$ cat src/rtl/fpu_pkg.sv
// fpu_pkg: shared FPU state encoding and IEEE-754 single-precision constants
package fpu_pkg;
  typedef enum logic [1:0] {WAIT_ST, UNPACK, DIV, FIN} state_e;
  localparam int          BIAS    = 127;
  localparam logic [7:0]  EXP_MAX = 8'hFF;
  localparam logic [31:0] QNAN    = 32'h7FC00000;
endpackage

$ cat src/rtl/fnorm_unpack.sv
// fnorm_unpack: splits a single-precision operand into a normalised 24-bit mantissa, signed effective exponent and zero flag
module fnorm_unpack
  import fpu_pkg::*;
(
  input  logic [31:0]       op_i,
  output logic [23:0]       mant_o,
  output logic signed [9:0] exp_o,
  output logic              zero_o
);
  logic [22:0] frac;
  logic [7:0]  expf;
  logic [4:0]  k;
  logic [23:0] norm_m;
  assign frac = op_i[22:0];
  assign expf = op_i[30:23];
  // k counts zeros above the leading one; the highest set bit wins
  always_comb begin
    k = '0;
    for (int i = 0; i < 23; i++) if (frac[i]) k = 5'(22 - i);
  end
  assign norm_m = {1'b0, frac} << (k + 5'd1);
  assign mant_o = (expf != 8'd0) ? {1'b1, frac} : norm_m;
  assign exp_o  = (expf != 8'd0) ? $signed({2'b0, expf}) : -$signed({5'b0, k});
  assign zero_o = (expf == 8'd0) && (frac == 23'd0);
endmodule

$ cat src/rtl/fdiv.sv
// fdiv: iterative restoring single-precision divider, truncating, flush-to-zero on underflow
module fdiv
  import fpu_pkg::*;
#(
  parameter int ITER = 25
) (
  input  logic        clk,
  input  logic        rstn,
  input  logic        en,
  input  logic [31:0] adata,
  input  logic [31:0] bdata,
  output logic [31:0] result,
  output logic        done,
  output logic        busy
);
  state_e             state_q, state_d;
  logic [31:0]        a_q, a_d, b_q, b_d, result_q, result_d;
  logic               s_q, s_d, az_q, az_d, bz_q, bz_d, done_q, done_d, busy_q, busy_d;
  logic signed [9:0]  exp_q, exp_d;
  logic [23:0]        mb_q, mb_d;
  logic [25:0]        r_q, r_d, r_sub;
  logic [24:0]        q_q, q_d;
  logic [4:0]         cnt_q, cnt_d;
  logic [23:0]        ma, mb;
  logic signed [9:0]  ea, eb, e_r;
  logic               za, zb, ge;
  logic [22:0]        mant;
  logic [31:0]        res;
  fnorm_unpack u_ua (.op_i(a_q), .mant_o(ma), .exp_o(ea), .zero_o(za));
  fnorm_unpack u_ub (.op_i(b_q), .mant_o(mb), .exp_o(eb), .zero_o(zb));
  assign ge    = r_q >= {2'b0, mb_q};
  assign r_sub = ge ? r_q - {2'b0, mb_q} : r_q;
  assign e_r   = q_q[24] ? exp_q : exp_q - 10'sd1;
  assign mant  = q_q[24] ? q_q[23:1] : q_q[22:0];
  assign res   = (az_q && bz_q)   ? QNAN :
                 bz_q             ? {s_q, EXP_MAX, 23'b0} :
                 az_q             ? 32'b0 :
                 (e_r <= 10'sd0)  ? 32'b0 :
                 (e_r >= 10'sd255) ? {s_q, EXP_MAX, 23'b0} :
                 {s_q, e_r[7:0], mant};
  // control sequencing and datapath next-state
  always_comb begin
    state_d  = state_q;
    a_d      = a_q;
    b_d      = b_q;
    s_d      = s_q;
    az_d     = az_q;
    bz_d     = bz_q;
    exp_d    = exp_q;
    mb_d     = mb_q;
    r_d      = r_q;
    q_d      = q_q;
    cnt_d    = cnt_q;
    result_d = result_q;
    done_d   = done_q;
    busy_d   = busy_q;
    case (state_q)
      WAIT_ST: begin
        done_d = 1'b0;
        if (en) begin
          a_d     = adata;
          b_d     = bdata;
          busy_d  = 1'b1;
          state_d = UNPACK;
        end
      end
      UNPACK: begin
        s_d     = a_q[31] ^ b_q[31];
        az_d    = za;
        bz_d    = zb;
        exp_d   = ea - eb + $signed(10'(BIAS));
        mb_d    = mb;
        r_d     = {2'b0, ma};
        q_d     = '0;
        cnt_d   = 5'(ITER - 1);
        state_d = DIV;
      end
      DIV: begin
        q_d[cnt_q] = ge;
        r_d        = r_sub << 1;
        cnt_d      = cnt_q - 5'd1;
        state_d    = (cnt_q == 5'd0) ? FIN : DIV;
      end
      default: begin
        result_d = res;
        done_d   = 1'b1;
        busy_d   = 1'b0;
        state_d  = WAIT_ST;
      end
    endcase
  end
  // state and datapath registers, synchronous active-low reset
  always_ff @(posedge clk) begin
    if (!rstn) begin
      state_q  <= WAIT_ST;
      a_q      <= '0;
      b_q      <= '0;
      s_q      <= 1'b0;
      az_q     <= 1'b0;
      bz_q     <= 1'b0;
      exp_q    <= '0;
      mb_q     <= '0;
      r_q      <= '0;
      q_q      <= '0;
      cnt_q    <= '0;
      result_q <= '0;
      done_q   <= 1'b0;
      busy_q   <= 1'b0;
    end else begin
      state_q  <= state_d;
      a_q      <= a_d;
      b_q      <= b_d;
      s_q      <= s_d;
      az_q     <= az_d;
      bz_q     <= bz_d;
      exp_q    <= exp_d;
      mb_q     <= mb_d;
      r_q      <= r_d;
      q_q      <= q_d;
      cnt_q    <= cnt_d;
      result_q <= result_d;
      done_q   <= done_d;
      busy_q   <= busy_d;
    end
  end
  assign result = result_q;
  assign done   = done_q;
  assign busy   = busy_q;
endmodule

$ cat config.mk
export PLATFORM = sky130hd
export DESIGN_NAME = fdiv
export DESIGN_NICKNAME = d
export VERILOG_FILES = /design/src/rtl/fpu_pkg.sv /design/src/rtl/fnorm_unpack.sv /design/src/rtl/fdiv.sv
export SDC_FILE = /design/constraint.sdc
export NUM_CORES = 1
export LEC_CHECK = 0
export CAP_MARGIN = 0
export CORE_MARGIN = 8
export CORE_UTILIZATION = 60
export DETAILED_ROUTE_END_ITERATION = 16
export PLACE_DENSITY_LB_ADDON = 0.1
export SETUP_SLACK_MARGIN = 0.3
export SYNTH_ARGS = -nofsm -noshare
export SYNTH_HDL_FRONTEND = slang
export SYNTH_SLANG_ARGS = --single-unit
$ cat constraint.sdc
create_clock -name clk -period 6.7 [get_ports clk]
set_input_delay 1.34 -clock clk [delete_from_list [all_inputs] [get_ports clk]]
set_output_delay 1.34 -clock clk [all_outputs]
set_load 0.01 [all_outputs]
=== Word level (Yosys, flattened, before mapping) ===
Cells that the tools add are included.

* Flip-flop bits (word level): 193
* Input port bits: 67
* Output and inout port bits: 34
* Word-level logic and storage cells: 122

* $add $sub $neg: 9
* Order comparisons: 5
* Eq/ne operators: 3
* Shift operators: 2
* Mux-type cells: 70
* Bitwise operators: 2
* Reduce and logical (&&, ||, !) cells: 17

{| class="wikitable"
|+ Operators by type and width
! cell !! number
|-
| $mux W5 || 46
|-
| $mux W32 || 4
|-
| $pmux W26 S2 || 1
|-
| $pmux W25 S2 || 1
|-
| $mux W24 || 2
|-
| $shl A23 B5 Y24 || 2
|-
| $logic_not A23 Y1 || 2
|-
| $mux W31 || 1
|-
| $mux W10 || 3
|-
| $ge A26 B24 Y1 || 1
|-
| $bwmux W25 || 1
|-
| $mux W25 || 1
|-
| $sub A25 B24 Y25 || 1
|-
| $mux W23 || 1
|-
| $neg A5 Y10 || 2
|-
| $logic_not A8 Y1 || 2
|-
| $reduce_bool A8 Y1 || 2
|-
| $add A10 B8 Y10 const B || 1
|-
| $add A5 B1 Y5 const B || 2
|-
| $ge A10 B9 Y1 const B || 1
|-
| $le A10 B1 Y1 const B || 1
|-
| $pmux W5 S2 || 1
|-
| $sub A10 B10 Y10 || 1
|-
| $sub A10 B2 Y10 const B || 1
|-
| 20 further kinds || 27
|}

=== Longest topological paths before layout ===
Gate-level depths: netlist of the first run.

* Word-level depth: 27
* Gate-level depth with buffers: 24

=== By module ===
A second synthesis of the first run with hierarchy kept.

* Cell total of the unflattened synthesis: 1983
* Area, all modules: 15199.6 um2

{| class="wikitable"
|+ By module, submodules not included
! module !! instances !! cells an instance !! area each (um2) !! seq. area each (um2)
|-
| fdiv || 1 || 1215 || 9934.5 || 3863.7
|-
| fnorm_unpack at u_ub || 1 || 414 || 2874.0 || 0.0
|-
| fnorm_unpack at u_ua || 1 || 354 || 2391.0 || 0.0
|}

=== Least setup slack after synthesis of the first run ===
Ideal clock, no wire load.

* Kind: reg-to-reg
* From: register a_q[0]
* To: register exp_q[9]
* Arrival: 5.161 ns
* Data required time: 6.614 ns
* Slack: 1.454 ns
* Cell stages (with the launch flop): 25
* Path buffers: 4
* Period minus slack after synthesis: 5.246 ns
* Cell sequence: dfxtp_1 -> clkbuf_1 -> nor3b_1 -> o31ai_1 -> a211o_1 -> a31oi_1 -> o31ai_1 -> ha_1 -> clkbuf_1 -> inv_1 -> clkbuf_1 -> clkbuf_1 -> o21bai_1 -> ha_1 -> ha_1 -> fa_1 -> a21o_1 -> a21oi_1 -> nor2b_1 -> o21a_1 -> o41a_1 -> xor2_1 -> xnor2_1 -> xnor2_1 -> a211oi_1

* Cells in the longest elaborated chain, start to end: 27

{| class="wikitable"
|+ Ends and longest elaborated chain
! item !! line !! text
|-
| start: declaration || fdiv.sv:17 || <nowiki>logic [31:0] a_q, a_d, b_q, b_d, result_q, result_d;</nowiki>
|-
| start signal: assignment || fdiv.sv:96 || <nowiki>a_q <= '0;</nowiki>
|-
| start signal: assignment || fdiv.sv:111 || <nowiki>a_q <= a_d;</nowiki>
|-
| $mux W5 (23 in a row) || fnorm_unpack.sv:19 || <nowiki>for (int i = 0; i < 23; i++) if (frac[i]) k = 5'(22 - i);</nowiki>
|-
| $neg A5 Y10 || fnorm_unpack.sv:23 || <nowiki>assign exp_o = (expf != 8'd0) ? $signed({2'b0, expf}) : -$signed({5'b0, k});</nowiki>
|-
| $mux W10 || fnorm_unpack.sv:23 ||
|-
| $sub A10 B10 Y10 || fdiv.sv:71 || <nowiki>exp_d = ea - eb + $signed(10'(BIAS));</nowiki>
|-
| $add A10 B8 Y10 || fdiv.sv:71 ||
|-
| end signal: assignment || fdiv.sv:116 || <nowiki>exp_q <= exp_d;</nowiki>
|-
| end: declaration || fdiv.sv:19 || <nowiki>logic signed [9:0] exp_q, exp_d;</nowiki>
|}

Every way passes these cells.
A chain may end at the register's enable or synchronous reset.

=== Worst setup path in the final report of the first run ===
* From: register b_q[0]
* To: register exp_q[9]

* Cells in the longest elaborated chain, start to end: 27

{| class="wikitable"
|+ Ends and longest elaborated chain
! item !! line !! text
|-
| start: declaration || fdiv.sv:17 ||
|-
| start signal: assignment || fdiv.sv:97 || <nowiki>b_q <= '0;</nowiki>
|-
| start signal: assignment || fdiv.sv:112 || <nowiki>b_q <= b_d;</nowiki>
|-
| $mux W5 (23 in a row) || fnorm_unpack.sv:19 ||
|-
| $neg A5 Y10 || fnorm_unpack.sv:23 ||
|-
| $mux W10 || fnorm_unpack.sv:23 ||
|-
| $sub A10 B10 Y10 || fdiv.sv:71 ||
|-
| $add A10 B8 Y10 || fdiv.sv:71 ||
|}

Every way passes these cells.

==> qor.csv, run 1 <==
metric,value,unit
hold_viol_final,0,
clock_sinks,193,
synth_ff_type,dfxtp_1,
synth-seq-cells,193,
power_density,448,nW/um^2
synth_common_cells,"nand2_1 (217), a21oi_1 (206), dfxtp_1 (193)",
ys_top_cells_by_area,"dfxtp_1 (27%), a21oi_1 (7.3%), nand2_1 (5.8%), ha_1 (5.1%), mux4_2 (3.5%)",
tns,0,ns
p_sw,0.00346,W
path_cells,nor3b_1 -> o31ai_1 -> a211o_1 -> a31oi_1 -> inv_1 -> ha_1 -> a21oi_1 -> ha_1 -> ha_1 -> fa_1 -> a21o_1 -> a21oi_1 -> nor2b_1 -> o21a_1 -> o41a_1 -> xor2_1 -> xnor2_1 -> xnor2_1 -> a211oi_1,
seq_area,3860,sq um
post_cts_resized,0,
worstSkewPairLatency,0.45,ns
num-fill-cells,2043,
grt_pass1_vias,13000,
synth_area,14100,sq um
rsz0062_at_grt,false,
synth_most_common_cell,nand2_1,
setup_viol,0,
p_comb_share,63.5,%
dpl-instance-area,15000,sq um
dr.pass1.iters,6,
cp_num_cells,19,
rr_endpoint,exp_q[9],
fin_crit,5.25,ns
multi_input_area,9290,sq um
clkPwrFrac,15.3,%
start_kind,flip-flop,
fmax,190,MHz
drive_above_1_share,9.06,%
cp_slowest_stage_delay,0.60,ns
seq_area_frac_synth,27.5,%
ant_nets,0,
drt_iter0_markers,1367,
nets,1913,
worstHoldEndpoint,b_q[30],
fin_hold_ws,0.466,ns
port_buffers,100,
ff2ff_path_depth,19,
vias,13800,
dieArea,28600,sq um
post_drt_wl_per_cell,20.2,um
syn_to_final_growth,10.8,%
cts_hold_buf,0,
io_pins,101,
n_antenna_cell,0,
cts_tree,built,
grt_max_degree,67,
fin_crit_sh,78.4,%
grt_first_pass_wirelength,69.1,mm
synth_nets,1924,
worstPathArrival,5.61,ns
cts_buffers,17,
min_from,b_q[30],
synth_top_area_share,27.5,%
r2r_slack,1.45,ns
synth_area_leader_cell,dfxtp_1,
drv_slew,0,
postCtsSetupBuffers,0,
crit_required,7.06,ns
avgSynthCellArea,7.82,sq um
max-slew-margin-rel,36.3,%
finish.utilization,66.9,%
root_buffer,clkbuf_16,
critPathKind,flip-flop to flip-flop,
fp.dieH,169,um
r2r-start,b_q[0],
drc_errors,0,
ir_worst_vdd,0.277,mV
maxCapViolCount,0,
clkSlewWorstSetupHoldPaths,0.08,ns
critPathBufInv,1,
gr-total-overflow,0,
drt-total-wl,42.8,mm
synth_edf_count,0,
whs_path_depth,2,
hpwl,31.5,mm
path_delay_family,compound AO/OA/AOI/OAI gates,
grt_usage,29.7,%
design_area,15600,sq um
cts_buffer_depth,2,
fin_skew,0.0165,ns
critical_path.endpoint_type,flip-flop,
p_int,0.00351,W
switching_share,49.7,%
p_leak,5.61,nW
outcome,"finished, final reports clean",
antenna_found_initial,0,
netlist_instances,1798,
initial_core_util,60.4,%
core_area,23300,sq um
yosysUniqueCellTypes,103,
slowest_stage,ha_1,
die_w,169,um
finalPower,0.00698,W
rows,56,
tightest_slew,0.947,ns
yosysWarnings,0,
htreeDepth,4,
routed_via_density,6.53,
p_seq_share,21.3,%
cpMostUsedCell,ha_1,
async_flop_share,0,%
min_path_type,flip-flop to flip-flop,
place_congestion,0.942,
path_max_fanout,17,
worst reg2reg max path, delay by kind of cell, from the launching register on:
| kind | cells | cell delay (ns) |
|---|---|---|
| XOR/XNOR | 3 | 0.45 |
| AND/OR/NAND/NOR | 2 | 0.33 |
| flip-flops | 1 | 0.52 |
| AO/OA/AOI/OAI | 9 | 2.18 |
| buffers and inverters | 1 | 0.14 |
| adder cells (fa/ha/maj) | 4 | 1.55 |
metrics by stage:
step                cells  setup slack, ns
global placement     2087             1.62
finish               2119             1.45
CTS                  2119             1.48
floorplan            1798             1.45
global route         2119             1.03
detailed placement   2087             1.52
placed cells by master (no fill, tap or decap), drive strengths merged, types with 13 or more instances in the layout:
cell	count
xor2	13
clkdlybuf4s50	100
o21a	14
nor2	127
o21ai	76
o311ai	13
clkbuf	18
a221oi	16
buf	20
ha	57
nand3	55
mux4	22
mux2i	32
nor4	24
dfxtp	193
mux2	41
a211oi	26
nand2	218
a21o	16
inv	74
a21oi	210
a31oi	23
nand2b	45
or3	31
nor3	46
xnor2	32
nor2b	23
o211ai	43
power groups by stage:
stage | sequential [W] | combinational (W) | clock [W]
6_report | 0.00148 | 0.00443 | 0.00107
5_1_grt | 0.00151 | 0.00482 | 0.00112
4_1_cts | 0.00147 | 0.00433 | 0.00107
3_5_place_dp | 0.00150 | 0.00430 | 0
3_3_place_gp | 0.00149 | 0.00425 | 0
2_1_floorplan | 0.00139 | 0.00341 | 0
metal layers:
metal	up-vias	wire length, um	global-route usage, %
met5	-	0	0
met4	0	1610	12.5
met3	99	3370	4.66
met2	662	19500	47.1
met1	6520	18400	39.5
li1	6554	-	-
state kept, by name, indices dropped and copies added, names as in the netlist:
name / cells
state_q: 2
s_q: 1
cnt_q: 5
q_q: 25
bz_q: 1
busy: 1
az_q: 1
result: 32
r_q: 26
exp_q: 10
a_q: 32
mb_q: 24
done: 1
b_q: 32
final cells by class:
type | count | share of cell area, %
Tap cell | 319 | 2.56
Inverter | 68 | 1.70
Clock inverter | 14 | 1.05
Timing Repair Buffer | 120 | 7.39
Sequential cell | 193 | 24.8
Multi-Input combinational cell | 1387 | 59.6
Clock buffer | 18 | 2.82
how the worst max path moves through the flow:
stage | from | end | slack [ns]
CTS | b_q[0] | exp_q[9] | 1.48
finish | b_q[0] | exp_q[9] | 1.45
global placement | b_q[0] | exp_q[9] | 1.62
global route | b_q[0] | exp_q[9] | 1.03
detailed placement | b_q[0] | exp_q[9] | 1.52
floorplan | a_q[0] | exp_q[9] | 1.45
cell families (layout without fill, tap and decap cells):
| group | count (synthesis) | after routing | share of synthesized area [%] |
|---|---|---|---|
| AOI/OAI and AO/OA | 561 | 561 | 26.7 |
| xor gates and xnor gates | 45 | 45 | 3.18 |
| adders and majority gates | 59 | 59 | 5.36 |
| buffers and inverters | 218 | 220 | 6.51 |
| DFF | 193 | 193 | 27.5 |
| muxes | 95 | 95 | 9.09 |
| and+or+nand+nor | 627 | 627 | 21.6 |
(Power assumes the default switching activity.)
==> run 2: changes to the inputs <==
==> constraint.sdc (replaced) <==
create_clock -name clk -period 5.19 [get_ports clk]
set_input_delay 1.038 -clock clk [delete_from_list [all_inputs] [get_ports clk]]
set_output_delay 1.038 -clock clk [all_outputs]
set_load 0.01 [all_outputs]
==> qor.csv, run 2 (synthesized netlist as in run 1, its figures left out) <==
metric,value,unit,change
worstSkewPairLatency,0.45,ns,about the same
critPathKind,flip-flop to flip-flop,,unchanged
start_kind,flip-flop,,unchanged
worstPathArrival,5.00,ns,was 5.61 ns
multi_input_area,9340,sq um,was 9290 sq um
fmax,216,MHz,was 190 MHz
path_max_fanout,11,,was 17
grt_max_degree,153,,was 67
finish.utilization,67.9,%,was 66.9%
ant_nets,0,,unchanged
hpwl,30.9,mm,was 31.5 mm
critPathBufInv,1,,unchanged
grt_first_pass_wirelength,68.6,mm,was 69.1 mm
cts_buffers,17,,unchanged
antenna_found_initial,1,,was 0
cts_tree,built,,unchanged
grt_usage,29.3,%,was 29.7%
htreeDepth,4,,unchanged
slowest_stage,dfxtp_2,,was ha_1
dieArea,28600,sq um,unchanged
num-fill-cells,1982,,was 2043
io_pins,101,,unchanged
wl_met3,3.34,mm,was 3.37 mm
route.met2.wl,19.7,mm,was 19.5 mm
finalPower,0.00924,W,was 0.00698 W
grt_pass1_vias,12800,,was 13000
dr.pass1.iters,7,,was 6
drt-met1-wl,18.5,mm,was 18.4 mm
drt_iter0_markers,1529,,was 1367
port_buffers,100,,unchanged
post_drt_wl_per_cell,20.0,um,was 20.2 um
fin_crit_sh,89.3,%,was 78.4%
nets,1926,,was 1913
fin_skew,0.0230,ns,was 0.0165 ns
cpMostUsedCell,ha_1,,unchanged
maxCapViolCount,0,,unchanged
tightest_slew,1.13,ns,was 0.947 ns
min_path_type,flip-flop to flip-flop,,unchanged
p_leak,5.70,nW,was 5.61 nW
outcome,"finished, final reports clean",,unchanged
fp.dieH,169,um,unchanged
root_buffer,clkbuf_16,,unchanged
rsz0062_at_grt,false,,unchanged
layout_common_cells,"nand2_1 (216), a21oi_1 (205), dfxtp_1 (183), nor2_1 (127), clkdlybuf4s50_1 (100)",,"was nand2_1 (216), a21oi_1 (206), dfxtp_1 (193), nor2_1 (127), clkdlybuf4s50_1 (100)"
postCtsSetupBuffers,0,,unchanged
clkSlewWorstSetupHoldPaths,0.09,ns,was 0.08 ns
routed_via_density,6.51,,was 6.53
place_congestion,0.983,,was 0.942
fin_ws,0.556,ns,was 1.45 ns
syn_to_final_growth,12.3,%,was 10.8%
clock_sinks,193,,unchanged
power_density,585,nW/um^2,was 448 nW/um^2
seq_area,3880,sq um,was 3860 sq um
drv_slew,0,,unchanged
cts_buffer_depth,2,,unchanged
gr-total-overflow,0,,unchanged
mostFrequentLayoutCell,nand2_1,,unchanged
rows,56,,unchanged
top_layer,met5,,was met4
critical_path.endpoint_type,flip-flop,,unchanged
post-place-ws,0.248,ns,was 1.52 ns
ir_worst_vdd,0.315,mV,was 0.277 mV
core_area,23300,sq um,unchanged
drt-total-wl,42.6,mm,was 42.8 mm
drc_errors,0,,unchanged
path_cells,nor3b_1 -> o31ai_1 -> a211o_1 -> a31oi_4 -> inv_1 -> ha_1 -> a21oi_1 -> ha_1 -> ha_1 -> fa_1 -> a21o_1 -> a21oi_2 -> nor2b_1 -> o21a_1 -> o41a_1 -> xor2_1 -> xnor2_1 -> xnor2_1 -> a211oi_1,,was nor3b_1 -> o31ai_1 -> a211o_1 -> a31oi_1 -> inv_1 -> ha_1 -> a21oi_1 -> ha_1 -> ha_1 -> fa_1 -> a21o_1 -> a21oi_1 -> nor2b_1 -> o21a_1 -> o41a_1 -> xor2_1 -> xnor2_1 -> xnor2_1 -> a211oi_1
vias,13900,,was 13800
setup_viol,0,,unchanged
cp_slowest_stage_delay,0.44,ns,was 0.60 ns
final_cells,2132,,was 2119
dp_cells,2100,,was 2087
drive_above_1_share,10.6,%,was 9.06%
fin_crit,4.63,ns,was 5.25 ns
die_w,169,um,unchanged
hold_viol_final,0,,unchanged
initial_core_util,60.4,%,unchanged
max-slew-margin-rel,24.9,%,was 36.3%
n_antenna_cell,0,,unchanged
path_delay_family,compound AO/OA/AOI/OAI gates,,unchanged
tns,0,ns,unchanged
crit_required,5.55,ns,was 7.06 ns
## run 2: cell types whose count changed in the layout (fill, tap and decap cells not counted), sizes merged
| cell | previous run | this run |
|---|---|---|
| inv | 74 | 71 |
| buf | 20 | 33 |
| clkinvlp | 1 | 0 |
| clkbuf | 18 | 17 |
| clkinv | 6 | 11 |
## run 2: final cells by class
class / count / share of cell area [%]
timing repair buffer: 133 / 7.99
clock buffer: 17 / 2.69
multi-input combinational: 1387 / 59.2
clock inverter: 15 / 1.33
inverter: 68 / 1.70
tap: 319 / 2.53
sequential: 193 / 24.6
## run 2: what timing repair did
item,in CTS,in global routing
pin swaps,0,1
endpoints found under the setup margin,1,2
hold endpoints to repair,0,0
resized for setup,1,21
hold buffers,0,0
## run 2: power breakdown
group | leakage, nW | switching, W | total, W | internal [W]
Combinational | 3.82 | 0.00369 | 0.00593 | 0.00224
Clock | 0.306 | 0.000706 | 0.00141 | 0.000706
Sequential | 1.58 | 0.000237 | 0.00190 | 0.00166
Total | 5.70 | 0.00463 | 0.00924 | 0.00461
## run 2: final timing paths
| path | to | slack [ns] | depth (start not counted) | from |
|---|---|---|---|---|
| setup / recovery | exp_q[9] | 0.56 | 19 | b_q[0] |
| hold / removal | r_q[25] | 0.47 | 2 | r_q[25] |
| hold reg to reg | r_q[25] | 0.47 | 2 | r_q[25] |
| setup reg to reg | exp_q[9] | 0.56 | 19 | b_q[0] |
## run 2: worst reg2reg max path: cells and delay by family, from the launching register on
kind            cells  cell delay, ns
compound gates      9            2.06
xor+xnor            3            0.44
buf+inv             1            0.10
fa+ha+maj           4            1.21
flops               1            0.44
simple gates        2            0.32
## run 2: layer usage
layer	vias to the layer above	global-route usage (%)
met2	615	47.9
met4	2	9.08
li1	6594	-
met1	6571	39.5
met5	-	0
met3	91	4.03
## run 2: metrics by stage
step                area [sq um]  hold WS, ns
global placement           15100        0.454
finish                     15800        0.468
detailed placement         15100        0.458
floorplan                  14100        0.439
CTS                        15700        0.471
global route               15800        0.484
